`config.mk`:
```
export PLATFORM = sky130hd
export DESIGN_NAME = write_back_stage
export DESIGN_NICKNAME = d
export VERILOG_FILES = /design/src/rtl/write_back_stage.sv
export SDC_FILE = /design/constraint.sdc
export NUM_CORES = 1
export LEC_CHECK = 0
export BUFFER_PORTS_ARGS = -buffer_cell sky130_fd_sc_hd__buf_2
export CAP_MARGIN = 40
export CORE_MARGIN = 3
export CORE_UTILIZATION = 45
export CTS_CLUSTER_DIAMETER = 50
export DETAILED_ROUTE_END_ITERATION = 6
export PLACE_DENSITY_LB_ADDON = 0.12
export RECOVER_POWER = 25
export SYNTH_ARGS = -nofsm -noshare
export SYNTH_HDL_FRONTEND = slang
export SYNTH_SLANG_ARGS = --single-unit
```
`constraint.sdc`:
```
create_clock -name clock -period 5.1 [get_ports clock]
set_clock_uncertainty 0.2 [all_clocks]
set_input_delay 1.02 -clock clock [delete_from_list [all_inputs] [get_ports clock]]
set_output_delay 1.02 -clock clock [all_outputs]
set_load 0.01 [all_outputs]
```
`src/rtl/write_back_stage.sv`:
```
// -----------------------------------------------------------------------------
// write_back_stage
// MEM/WB pipeline register and write-back logic for the 5-stage MIPS core.
// The register captures the memory-stage results on each rising edge. The
// write-back value is then produced combinationally from the registered fields
// only, so there is no path from any input straight to an output.
//
// Ports
//   clock               core clock, rising-edge active
//   reset               asynchronous reset, active low
//   stall               hold the MEM/WB register contents
//   flush               load a bubble (has priority over stall)
//   memValid            memory-stage slot holds a real instruction
//   aluOutput           ALU result; also the data address for loads
//   memoryData          data-memory read word
//   linkAddress         PC+8 for jal/jalr
//   destRegister        destination register index
//   shouldWriteRegister instruction writes the register file
//   writeBackSelect     0 ALU, 1 memory, 2 link, 3 reserved (acts as ALU)
//   loadType            0 LW, 1 LH, 2 LHU, 3 LB, 4 LBU, others LW
//   wbValid             WB slot holds a real instruction
//   wbWriteEnable       register-file write enable ($0 writes suppressed)
//   wbDestRegister      register-file write index
//   wbWriteData         register-file write data / WB forwarding value
//   retiredCount        number of retired instructions (wraps silently)
// -----------------------------------------------------------------------------
`timescale 1ns/1ps
module write_back_stage #(
    parameter int DATA_W     = 32,
    parameter int REG_ADDR_W = 5
) (
    input  logic                  clock,
    input  logic                  reset,
    input  logic                  stall,
    input  logic                  flush,
    input  logic                  memValid,
    input  logic [DATA_W-1:0]     aluOutput,
    input  logic [DATA_W-1:0]     memoryData,
    input  logic [DATA_W-1:0]     linkAddress,
    input  logic [REG_ADDR_W-1:0] destRegister,
    input  logic                  shouldWriteRegister,
    input  logic [1:0]            writeBackSelect,
    input  logic [2:0]            loadType,
    output logic                  wbValid,
    output logic                  wbWriteEnable,
    output logic [REG_ADDR_W-1:0] wbDestRegister,
    output logic [DATA_W-1:0]     wbWriteData,
    output logic [31:0]           retiredCount
);

    typedef enum logic [1:0] {
        WB_ALU  = 2'd0,
        WB_MEM  = 2'd1,
        WB_LINK = 2'd2,
        WB_RSVD = 2'd3
    } wb_sel_e;

    typedef enum logic [2:0] {
        LD_LW  = 3'd0,
        LD_LH  = 3'd1,
        LD_LHU = 3'd2,
        LD_LB  = 3'd3,
        LD_LBU = 3'd4
    } load_type_e;

    // Extract a load value from a little-endian word. Halfwords use only
    // addr[1] (addr[0] is ignored, so no alignment trap); LW ignores the offset.
    function automatic logic [DATA_W-1:0] extract_load(
        input logic [2:0]        lt,
        input logic [1:0]        offset,
        input logic [DATA_W-1:0] word
    );
        logic [7:0]        byte_v;
        logic [15:0]       half_v;
        logic [DATA_W-1:0] result_v;
        case (offset)
            2'd0:    byte_v = word[7:0];
            2'd1:    byte_v = word[15:8];
            2'd2:    byte_v = word[23:16];
            2'd3:    byte_v = word[31:24];
            default: byte_v = word[7:0];
        endcase
        half_v = offset[1] ? word[31:16] : word[15:0];
        case (lt)
            LD_LH:   result_v = {{16{half_v[15]}}, half_v};
            LD_LHU:  result_v = {16'h0000, half_v};
            LD_LB:   result_v = {{24{byte_v[7]}}, byte_v};
            LD_LBU:  result_v = {24'h000000, byte_v};
            default: result_v = word;
        endcase
        return result_v;
    endfunction

    // MEM/WB register fields
    logic                  valid_q,  valid_d;
    logic                  wr_q,     wr_d;
    logic [REG_ADDR_W-1:0] dest_q,   dest_d;
    logic [1:0]            sel_q,    sel_d;
    logic [2:0]            load_q,   load_d;
    logic [DATA_W-1:0]     alu_q,    alu_d;
    logic [DATA_W-1:0]     mem_q,    mem_d;
    logic [DATA_W-1:0]     link_q,   link_d;
    logic [31:0]           count_q,  count_d;
    logic                  retire_s;
    logic [DATA_W-1:0]     load_val_s;

    // Next-state for the MEM/WB fields: flush beats stall beats capture
    always_comb begin
        valid_d = valid_q;
        wr_d    = wr_q;
        dest_d  = dest_q;
        sel_d   = sel_q;
        load_d  = load_q;
        alu_d   = alu_q;
        mem_d   = mem_q;
        link_d  = link_q;
        if (flush) begin
            valid_d = 1'b0;
            wr_d    = 1'b0;
            dest_d  = {REG_ADDR_W{1'b0}};
            sel_d   = 2'd0;
            load_d  = 3'd0;
            alu_d   = {DATA_W{1'b0}};
            mem_d   = {DATA_W{1'b0}};
            link_d  = {DATA_W{1'b0}};
        end else if (!stall) begin
            valid_d = memValid;
            wr_d    = shouldWriteRegister;
            dest_d  = destRegister;
            sel_d   = writeBackSelect;
            load_d  = loadType;
            alu_d   = aluOutput;
            mem_d   = memoryData;
            link_d  = linkAddress;
        end else begin
            valid_d = valid_q;
        end
    end

    // A valid slot retires on the edge it leaves WB, so a stalled slot
    // counts once, when it finally moves on (or is flushed).
    always_comb begin
        retire_s = valid_q & (~stall | flush);
        if (retire_s) begin
            count_d = count_q + 32'd1;
        end else begin
            count_d = count_q;
        end
    end

    // MEM/WB register and retired counter
    always_ff @(posedge clock or negedge reset) begin
        if (!reset) begin
            valid_q <= 1'b0;
            wr_q    <= 1'b0;
            dest_q  <= {REG_ADDR_W{1'b0}};
            sel_q   <= 2'd0;
            load_q  <= 3'd0;
            alu_q   <= {DATA_W{1'b0}};
            mem_q   <= {DATA_W{1'b0}};
            link_q  <= {DATA_W{1'b0}};
            count_q <= 32'd0;
        end else begin
            valid_q <= valid_d;
            wr_q    <= wr_d;
            dest_q  <= dest_d;
            sel_q   <= sel_d;
            load_q  <= load_d;
            alu_q   <= alu_d;
            mem_q   <= mem_d;
            link_q  <= link_d;
            count_q <= count_d;
        end
    end

    // Write-back source mux; reserved encoding behaves as ALU
    always_comb begin
        load_val_s = extract_load(load_q, alu_q[1:0], mem_q);
        case (sel_q)
            WB_ALU:  wbWriteData = alu_q;
            WB_MEM:  wbWriteData = load_val_s;
            WB_LINK: wbWriteData = link_q;
            WB_RSVD: wbWriteData = alu_q;
            default: wbWriteData = alu_q;
        endcase
    end

    assign wbValid        = valid_q;
    assign wbWriteEnable  = valid_q & wr_q & (dest_q != {REG_ADDR_W{1'b0}});
    assign wbDestRegister = dest_q;
    assign retiredCount   = count_q;

endmodule

```
==> flow_summary.ini <==
[floorplan]
die_h_um = 130.1
initial_core_util = 0.4683
die_w_um = 130.1
dieArea_um2 = 16940
core_area_um2 = 14810
pin_count = 183
row_count = 44

[setup_path]
cp-endpoint = wbWriteData[17]
reg2reg_depth = 6
crit_chain = mux2_2, mux2i_1, o31a_1, a21oi_1, buf_2
r2r-start = retiredCount[0]$_DFFE_PN0P_
worstSetupPathType = reg2out
cp_top_family = flip-flops
critPathMaxFanout = 20
cp.arrival_ns = 2.90
cp_num_cells = 5
startpoint = alu_q[1]$_DFFE_PN0N_
end_kind = output pin
timing.rr.end = retiredCount[22]$_DFFE_PN0P_
critical_path_required_ns = 3.88
r2r_setup_slack_ns = 3.02
critPathLaunchType = flip-flop
worst-path-buf-inv = 1
crit_slowest_cell = dfrtp_1
critPathMaxStageDelay_ns = 0.92

[global_routing]
overflow = 0
grt_max_degree = 91
track_usage = 0.2400
grt_pass1_wl_mm = 30.69
grt_pass1_vias = 5520
antenna_found_initial = 1

[synthesis]
synth_cell_types = 44
synth_edf_count = 0
async_flop_share = 1.000
synth_cells = 646
ys.flop_type = dfrtp_1
synth_area_leaders = dfrtp_1, mux2i_1, nor2_1
yosysTopAreaCellShare = 0.5051
avgSynthCellArea_um2 = 10.74
yosys_warnings = 0
ys_seq_area_frac = 0.5051
synthesis.nets = 761
synth.cell_area_um2 = 6935
yosysTopAreaCell = dfrtp_1
ys_ff_latch = 140

[clock_tree]
ctsLongestPathBuffers = 2
ctsResizeCount = 0
cts.clk_slew.worst_paths_ns = 0.06
postCtsSetupBuffers = 0
clkLatencyLatePin_ns = 0.42
clock_sinks = 140
cts-hold-fix-buffers = 0
tritoncts = done
cts_buffers = 17
h-tree-depth = 4
cts_root_buf = clkbuf_16

[hold_path]
hp-class = reg2reg

[outcome]
outcome = complete, but fails checks
violations = max-capacitance violations, max-slew violations

[routing]
routed_via_density = 5.684
drc = 0
drtPass1Iterations = 5
postRouteAntennaNets = 0
vias = 5741
drt_iter0_drc = 388
routed_wl_mm = 20.13
wire_per_inst_um = 19.93

[finish]
drive_gt1_frac = 0.2954
n_antenna_cell = 0
fin_area_um2 = 8637
layout_commonest_cell = buf_2
nFillCells = 1320
fin_nets = 928
area.growth.synth_to_final_pct = 24.54
mostFrequentLayoutCells = buf_2, dfrtp_1, mux2i_1

[run]
maxCapViolations = 1

[sta]
rsz0062_at_grt = no
maxSlewViolCount = 91
finalSetupTns_ns = 0
post-route-period-util = 0.8070
tightestPinTransition_ns = 2.217
setup_violations = 0
fin_crit_ns = 4.116
slew_headroom = -0.4777
fmaxAchievable_mhz = 243.0
hold_viol = 0
setup_slack_ns = 0.9843
holdWs_ns = 0.2744

[placement]
portBuffers = 182
place_area_um2 = 8016
place_congestion = 0.9184
dpl.hpwl_mm = 14.66
post-place-ws_ns = 1.465

[power_and_ir_drop]
p_leak_nw = 4.464
vdd.ir_drop.worst_mv = 0.2546
power_density_nw_per_um2 = 351.6
worst min path at each step:
stage	startpoint	endpoint	depth (start not counted)
after detailed placement	retiredCount[31]$_DFFE_PN0P_	retiredCount[31]$_DFFE_PN0P_	1
after global routing	retiredCount[31]$_DFFE_PN0P_	retiredCount[31]$_DFFE_PN0P_	1
final	retiredCount[31]$_DFFE_PN0P_	retiredCount[31]$_DFFE_PN0P_	1
after CTS	reset	retiredCount[28]$_DFFE_PN0P_	1
after floorplan	alu_q[10]$_DFFE_PN0N_	alu_q[10]$_DFFE_PN0N_	2
after global placement	retiredCount[31]$_DFFE_PN0P_	retiredCount[31]$_DFFE_PN0P_	1
registers in the layout, summed over array words and instances (netlist names):
register	count
alu_q	32
wbValid	1
sel_q	2
retiredCount	32
wbDestRegister	5
wr_q	1
load_q	3
mem_q	32
link_q	32
logic make-up (layout without fill, tap and decap cells):
logic type | after synthesis | count (layout) | synth area share
simple gates | 202 | 202 | 0.1344
mux | 129 | 129 | 0.1885
buf+inv | 51 | 231 | 0.03175
fa+ha+maj | 3 | 3 | 0.005413
compound gates | 89 | 89 | 0.09327
xor+xnor | 32 | 32 | 0.04149
flops | 140 | 140 | 0.5051
layer usage:
metal / part of all wire / track usage / vias to the layer above
met1: 0.47 / 0.3556 / 2839
met3: 0.071 / 0.05158 / 26
met4: 0.016 / 0.07946 / 2
met2: 0.45 / 0.3509 / 220
li1: - / - / 2654
met5: 0.00035 / 0 / -
report_power, final:
part	total, mW	switching (mW)	leakage, nW	internal, mW
registers	1.25	0.0686	1.86	1.18
logic	0.435	0.247	2.28	0.188
clock network	1.36	0.463	0.317	0.892
total	3.04	0.779	4.46	2.26
worst reg2reg max path, stage by stage, from the launching register on:
cell	delay [ns]
dfrtp_1	0.41
ha_1	0.18
and3_1	0.17
nand3_1	0.25
nor3_4	0.41
and3_1	0.24
xor2_1	0.15
final cells by class:
class	instances	area, um2	area share
flip-flops and latches	140	3503	0.4056
multi-input cells	455	3212	0.3719
repair buffers	193	1018	0.1179
clock buffers	21	460.4	0.05331
well taps	184	230.2	0.02666
clock inverters	11	190.2	0.02202
inverters	6	22.52	0.002608
stage by stage:
stage	utilization	cells	power, mW
floorplan	-	646	1.499
global placement	0.5366	974	1.685
detailed placement	0.5413	978	1.704
CTS	0.5852	1010	3.068
global route	0.5832	1010	3.163
finish	0.5832	1010	3.037
cells in the mapped netlist (2+ instances only):
library cell / n
clkbuf_1: 23
dfrtp_1: 140
nand3_1: 10
o211ai_1: 7
a31oi_1: 7
o31a_1: 2
mux2_2: 10
nand4_1: 7
buf_2: 20
xnor2_1: 19
and4_1: 3
inv_1: 6
xor2_1: 12
ha_1: 3
and3_1: 8
nor3_1: 3
and2_1: 2
a22oi_1: 14
nand2b_1: 3
a221oi_1: 32
mux2i_1: 118
a21oi_1: 23
nand2_1: 38
nor2_1: 116
No activity file was read; power rests on OpenSTA's default activity.
